===== src/rtl/if_fetch_stage.sv =====
// Instruction fetch stage: PC register, variable-latency imem handshake and IF/ID register.
// Define BRANCH_DELAY_SLOT_EN to deliver the word fetched alongside a taken branch as a delay slot.
module if_fetch_stage #(
    parameter logic [31:0] RESET_PC = 32'h0000_0000
) (
    input  logic        clk,
    input  logic        reset,
    input  logic        pc_stall,
    input  logic        IF_ID_pipeline_stall,
    input  logic        PCSrc_ID,
    input  logic [31:0] Branch_Target_ID,
    output logic [31:0] imem_addr,
    input  logic [31:0] imem_rdata,
    input  logic        imem_valid,
    output logic [31:0] Instruction_ID,
    output logic [31:0] PC_Plus4_ID,
    output logic        Valid_ID,
    output logic [15:0] Stall_Count
);

    typedef enum logic [1:0] {
        FETCH   = 2'b00,
        WAIT    = 2'b01,
        DISCARD = 2'b10
    } state_t;

    state_t      state_r;
    state_t      state_s;
    logic [31:0] pc_r;
    logic [31:0] pc_s;
    logic [31:0] pc_plus4_s;
    logic        redirect_pending_r;
    logic        redirect_pending_s;
    logic [31:0] redirect_target_r;
    logic [31:0] redirect_target_s;
    logic        load_s;

    assign pc_plus4_s = pc_r + 32'd4;
    assign imem_addr  = pc_r;

    // Next-state, next-PC and redirect bookkeeping; any cycle without a load is a bubble.
    always_comb begin
        state_s            = state_r;
        pc_s               = pc_r;
        redirect_pending_s = redirect_pending_r;
        redirect_target_s  = redirect_target_r;
        load_s             = 1'b0;
        if (pc_stall) begin
            load_s = 1'b0;
        end else begin
            case (state_r)
                FETCH: begin
                    if (imem_valid) begin
                        if (PCSrc_ID) begin
                            pc_s = Branch_Target_ID;
`ifdef BRANCH_DELAY_SLOT_EN
                            load_s = 1'b1;
`else
                            load_s = 1'b0;
`endif
                        end else begin
                            pc_s   = pc_plus4_s;
                            load_s = 1'b1;
                        end
                    end else if (PCSrc_ID) begin
                        redirect_pending_s = 1'b1;
                        redirect_target_s  = Branch_Target_ID;
`ifdef BRANCH_DELAY_SLOT_EN
                        state_s = WAIT;
`else
                        state_s = DISCARD;
`endif
                    end else begin
                        state_s = WAIT;
                    end
                end
                WAIT: begin
                    if (imem_valid) begin
                        state_s            = FETCH;
                        redirect_pending_s = 1'b0;
`ifdef BRANCH_DELAY_SLOT_EN
                        load_s = 1'b1;
`else
                        load_s = ~PCSrc_ID;
`endif
                        // A branch resolved in the arrival cycle supersedes any older redirect.
                        if (PCSrc_ID) begin
                            pc_s = Branch_Target_ID;
                        end else if (redirect_pending_r) begin
                            pc_s = redirect_target_r;
                        end else begin
                            pc_s = pc_plus4_s;
                        end
                    end else if (PCSrc_ID) begin
                        redirect_pending_s = 1'b1;
                        redirect_target_s  = Branch_Target_ID;
`ifdef BRANCH_DELAY_SLOT_EN
                        state_s = WAIT;
`else
                        state_s = DISCARD;
`endif
                    end else begin
                        state_s = WAIT;
                    end
                end
                DISCARD: begin
                    if (imem_valid) begin
                        state_s            = FETCH;
                        redirect_pending_s = 1'b0;
                        pc_s               = PCSrc_ID ? Branch_Target_ID : redirect_target_r;
                    end else if (PCSrc_ID) begin
                        redirect_target_s = Branch_Target_ID;
                    end else begin
                        state_s = DISCARD;
                    end
                end
                default: begin
                    state_s = FETCH;
                end
            endcase
        end
    end

    // FSM state, PC and pending-redirect registers.
    always_ff @(posedge clk) begin
        if (reset) begin
            state_r            <= FETCH;
            pc_r               <= RESET_PC;
            redirect_pending_r <= 1'b0;
            redirect_target_r  <= 32'h0000_0000;
        end else begin
            state_r            <= state_s;
            pc_r               <= pc_s;
            redirect_pending_r <= redirect_pending_s;
            redirect_target_r  <= redirect_target_s;
        end
    end

    // IF/ID register; the pipeline stall freezes it over both loads and bubbles.
    always_ff @(posedge clk) begin
        if (reset) begin
            Instruction_ID <= 32'h0000_0000;
            PC_Plus4_ID    <= 32'h0000_0000;
            Valid_ID       <= 1'b0;
        end else if (IF_ID_pipeline_stall) begin
            Instruction_ID <= Instruction_ID;
            PC_Plus4_ID    <= PC_Plus4_ID;
            Valid_ID       <= Valid_ID;
        end else if (load_s) begin
            Instruction_ID <= imem_rdata;
            PC_Plus4_ID    <= pc_plus4_s;
            Valid_ID       <= 1'b1;
        end else begin
            Instruction_ID <= 32'h0000_0000;
            PC_Plus4_ID    <= PC_Plus4_ID;
            Valid_ID       <= 1'b0;
        end
    end

    // Lost-fetch counter: every cycle that delivers no word, saturating.
    always_ff @(posedge clk) begin
        if (reset) begin
            Stall_Count <= 16'h0000;
        end else if (!load_s && (Stall_Count != 16'hFFFF)) begin
            Stall_Count <= Stall_Count + 16'd1;
        end else begin
            Stall_Count <= Stall_Count;
        end
    end

endmodule


===== config.mk =====
export PLATFORM = sky130hd
export DESIGN_NAME = if_fetch_stage
export DESIGN_NICKNAME = d
export VERILOG_FILES = /design/src/rtl/if_fetch_stage.sv
export SDC_FILE = /design/constraint.sdc
export NUM_CORES = 1
export LEC_CHECK = 0
export CORE_UTILIZATION = 50
export DETAILED_ROUTE_END_ITERATION = 10
export PLACE_DENSITY = 0.78
export SYNTH_ARGS = -nofsm -noshare
export SYNTH_HDL_FRONTEND = slang
export SYNTH_SLANG_ARGS = --single-unit

===== constraint.sdc =====
create_clock -name clk -period 6.3 [get_ports clk]
set_clock_uncertainty 0.1 [all_clocks]
set_input_delay 1.26 -clock clk [delete_from_list [all_inputs] [get_ports clk]]
set_output_delay 1.26 -clock clk [all_outputs]
set_load 0.01 [all_outputs]

==> results.yml <==
critical_path:
  cp_startpoint_kind: "input port"
  cell_by_cell_trace_of_the_critical_path: "clkdlybuf4s50_1 -> nor2_1 -> o21a_1 -> nand2_1 -> o221ai_1 -> nor3_1"
  worst_r2r_path_depth: 7
  path_buf_inv: 1
  worstSetupEndpointType: "register"
  rr_endpoint: "imem_addr[10]"
  critical_path_peak_fanout: 28
  critical-path-slowest-cell: "sky130_fd_sc_hd__o21a_1"
  crit_path_arrival_time_ns: 3.85
  ff2ff_setup_slack_ns: 2.82
  critical-path-max-stage-delay_ns: 0.91
  worstSetupPathType: "input port to register"
  worst-endpoint-required_ns: 6.48
  worstReg2RegStart: "state_r[0]"
  crit_family: "compound AO/OA/AOI/OAI gates"
logic_synthesis:
  mappedNetlistNets: 1103
  synth.avg_cell_area_um2: 7.55
  synth_cell_type_count: 73
  ys.warnings.count: 0
  postSynthCellCount: 1027
  synth_top_cell_by_area: "sky130_fd_sc_hd__dfxtp_1"
  post_synth_edffs: 0
  synthTopCellsByArea: "sky130_fd_sc_hd__dfxtp_1 (38%), sky130_fd_sc_hd__nand2_1 (8.4%), sky130_fd_sc_hd__a21oi_1 (6.5%)"
  synth_top_flop_cell: "sky130_fd_sc_hd__dfxtp_1"
  area_share_of_the_largest_cell_type_after_synthesis: 0.382
  post_synth_instance_area_um2: 7750
  synth.ff_latch_count: 148
  synthArstFlopShare: 0
  ys_seq_area_frac: 0.382
grt:
  antenna_found_initial: 0
  global_route_wire_length_before_repair_um: 40600
  grtUsageTotal: 0.321
  globalRoute.totalOverflow: 0
  first_global_vias: 7470
  grt_max_degree: 73
clocking:
  cts-root-to-sink-buffers: 2
  cts_tree: "done"
  cts.clk_slew.worst_paths_ns: 0.06
  clock_sinks: 148
  cts_bufs_inserted: 17
  cts.hold.buffers_added: 0
  cts.htree.levels: 4
  clkLatencyLatePin_ns: 0.43
  cts_root_buffer: "sky130_fd_sc_hd__clkbuf_16"
  post_cts_resized: 0
  cts_setup_buffers: 0
detailed_routing:
  totalWireLength_um: 25300
  via_per_inst: 6.18
  detailroute.via_count: 8384
  first_iter_violations: 1077
  drt_first_pass_iters: 6
  ant_nets: 0
  drt_drc_violations_left: 0
  avgRoutedWirePerCell_um: 18.7
die:
  die-area_um2: 16000
  initial_core_utilization: 0.512
  die_height_um: 127
  io_pins: 183
  die_x_um: 127
  rows: 45
  placeableCoreArea_um2: 15100
sta:
  finalSetupTns_ns: 0
  rsz0062_at_grt: "no"
  timing.final.crit_share: 0.582
  final_hold_viols: 0
  endpoints_failing_setup: 0
  max_freq_ghz: 0.273
  fin_crit_ns: 3.67
  tightest_slew_ns: 1.25
  timing.max_slew.rel_slack: 0.166
  final-max-slew-violation-count: 0
place:
  port_buffers: 182
  gp_congestion: 0.941
  detailed_place.area_um2: 9570
  dp_hpwl_um: 17600
power:
  cellPowerDensity_nw_per_um2: 245
  leak_nw: 3.37
  vdd_ir_drop_max_mv: 0.173
cells_and_area:
  fin_nets: 1231
  area_delta_synth_final_pct: 31.3
  final_cell_mix: "sky130_fd_sc_hd__clkdlybuf4s50_1 (180), sky130_fd_sc_hd__nand2_1 (173), sky130_fd_sc_hd__dfxtp_1 (148), sky130_fd_sc_hd__a21oi_1 (101), sky130_fd_sc_hd__nor2_1 (90)"
  antenna_cells_inserted: 0
  final_common_cell: "sky130_fd_sc_hd__clkdlybuf4s50_1"
  nFillCells: 1316
  layout-drive-gt1-share: 0.0582
  stdcell_area_um2: 10200
hold_path:
  worst_hold_startpoint: "Instruction_ID[0]"
  hold_end: "Instruction_ID[0]"
  holdCritPathClass: "register to register"
  timing.hold.worst_path_depth: 2
status:
  run_status: "complete, no violations"
job:
  cap_viol_max_count: 0
-- kinds of logic (layout without fill, tap and decap cells) --
kind of cell | count (synthesis) | count (layout) | share of synthesized area
and+or+nand+nor | 433 | 433 | 0.261
buffers and inverters | 108 | 249 | 0.0542
AOI/OAI and AO/OA | 294 | 294 | 0.249
xor gates and xnor gates | 32 | 32 | 0.0361
adders and majority gates | 6 | 6 | 0.00968
muxes | 6 | 6 | 0.00823
DFF | 148 | 148 | 0.382
-- through the flow --
step	instances	hold slack [ns]	setup slack, ns	power, mW	utilization
detailed placement	1324	0.344	2.29	1.44	0.632
global route	1356	0.374	2.48	2.58	0.672
CTS	1356	0.352	2.74	2.48	0.672
finish	1356	0.351	2.63	2.49	0.672
global placement	1324	0.338	2.32	1.43	0.632
floorplan	1027	0.333	3.10	1.26	-
-- per-layer routing --
| metal | GRT usage | wire, µm |
|---|---|---|
| met4 | 0.111 | 526 |
| met3 | 0.104 | 3220 |
| met1 | 0.455 | 10900 |
| met5 | 0 | 0 |
| met2 | 0.454 | 10700 |
-- worst reg2reg max path, delay by kind of cell (launching register included) --
| kind | cells | cell delay, ns |
|---|---|---|
| AO/OA/AOI/OAI | 2 | 1.21 |
| AND/OR/NAND/NOR | 3 | 1.08 |
| adder cells (fa/ha/maj) | 1 | 0.50 |
| flip-flops | 1 | 0.37 |
| buffers and inverters | 1 | 0.08 |
-- cell type report --
type                       instances  area (µm²)  share of cell area
multi-input combinational        771        4380               0.430
clock inverter                     9         125              0.0123
timing repair buffer             194        1900               0.187
sequential                       148        2960               0.291
tap                              188         235              0.0231
inverter                          23        86.3             0.00848
clock buffer                      23         488              0.0479
-- synth_stat cells (5+ instances only) --
cell and n:
sky130_fd_sc_hd__a21oi_1 101, sky130_fd_sc_hd__nor2b_1 7, sky130_fd_sc_hd__inv_1 21, sky130_fd_sc_hd__or3_1 10, sky130_fd_sc_hd__nor3_1 21, sky130_fd_sc_hd__dfxtp_1 148
sky130_fd_sc_hd__xnor2_1 24, sky130_fd_sc_hd__nand4_1 8, sky130_fd_sc_hd__a211oi_1 29, sky130_fd_sc_hd__nand2_1 173, sky130_fd_sc_hd__nand2b_1 7, sky130_fd_sc_hd__o21bai_1 7
sky130_fd_sc_hd__buf_1 8, sky130_fd_sc_hd__ha_1 6, sky130_fd_sc_hd__a22oi_1 6, sky130_fd_sc_hd__xor2_1 8, sky130_fd_sc_hd__nand3_1 67, sky130_fd_sc_hd__clkbuf_1 74
sky130_fd_sc_hd__and3_1 8, sky130_fd_sc_hd__a31oi_1 10, sky130_fd_sc_hd__a311oi_1 9, sky130_fd_sc_hd__a221oi_1 10, sky130_fd_sc_hd__a221o_1 6, sky130_fd_sc_hd__o211ai_1 8
sky130_fd_sc_hd__o21ai_0 48, sky130_fd_sc_hd__o31ai_1 8, sky130_fd_sc_hd__nor2_1 90, sky130_fd_sc_hd__nor4_1 11, sky130_fd_sc_hd__o32ai_1 5
-- report_power, final --
group	switching (mW)	internal, mW
Sequential	0.0504	0.973
Combinational	0.233	0.176
Clock	0.398	0.662
Total	0.681	1.81
-- flip-flops by register name, summed over array words and instances (netlist names) --
name	cells
Instruction_ID	32
PC_Plus4_ID	32
Stall_Count	16
Valid_ID	1
imem_addr	32
redirect_pending_r	1
redirect_target_r	32
state_r	2
-- worst max path at each step --
stage / depth (start not counted) / startpoint / slack, ns / end
after detailed placement: 7 / imem_valid / 2.29 / PC_Plus4_ID[9]
after floorplan: 8 / PCSrc_ID / 3.10 / imem_addr[25]
final: 6 / pc_stall / 2.63 / imem_addr[10]
after CTS: 6 / pc_stall / 2.74 / imem_addr[10]
after global placement: 7 / imem_valid / 2.32 / PC_Plus4_ID[10]
after global routing: 7 / imem_valid / 2.48 / PC_Plus4_ID[9]
(Power assumes the default switching activity.)
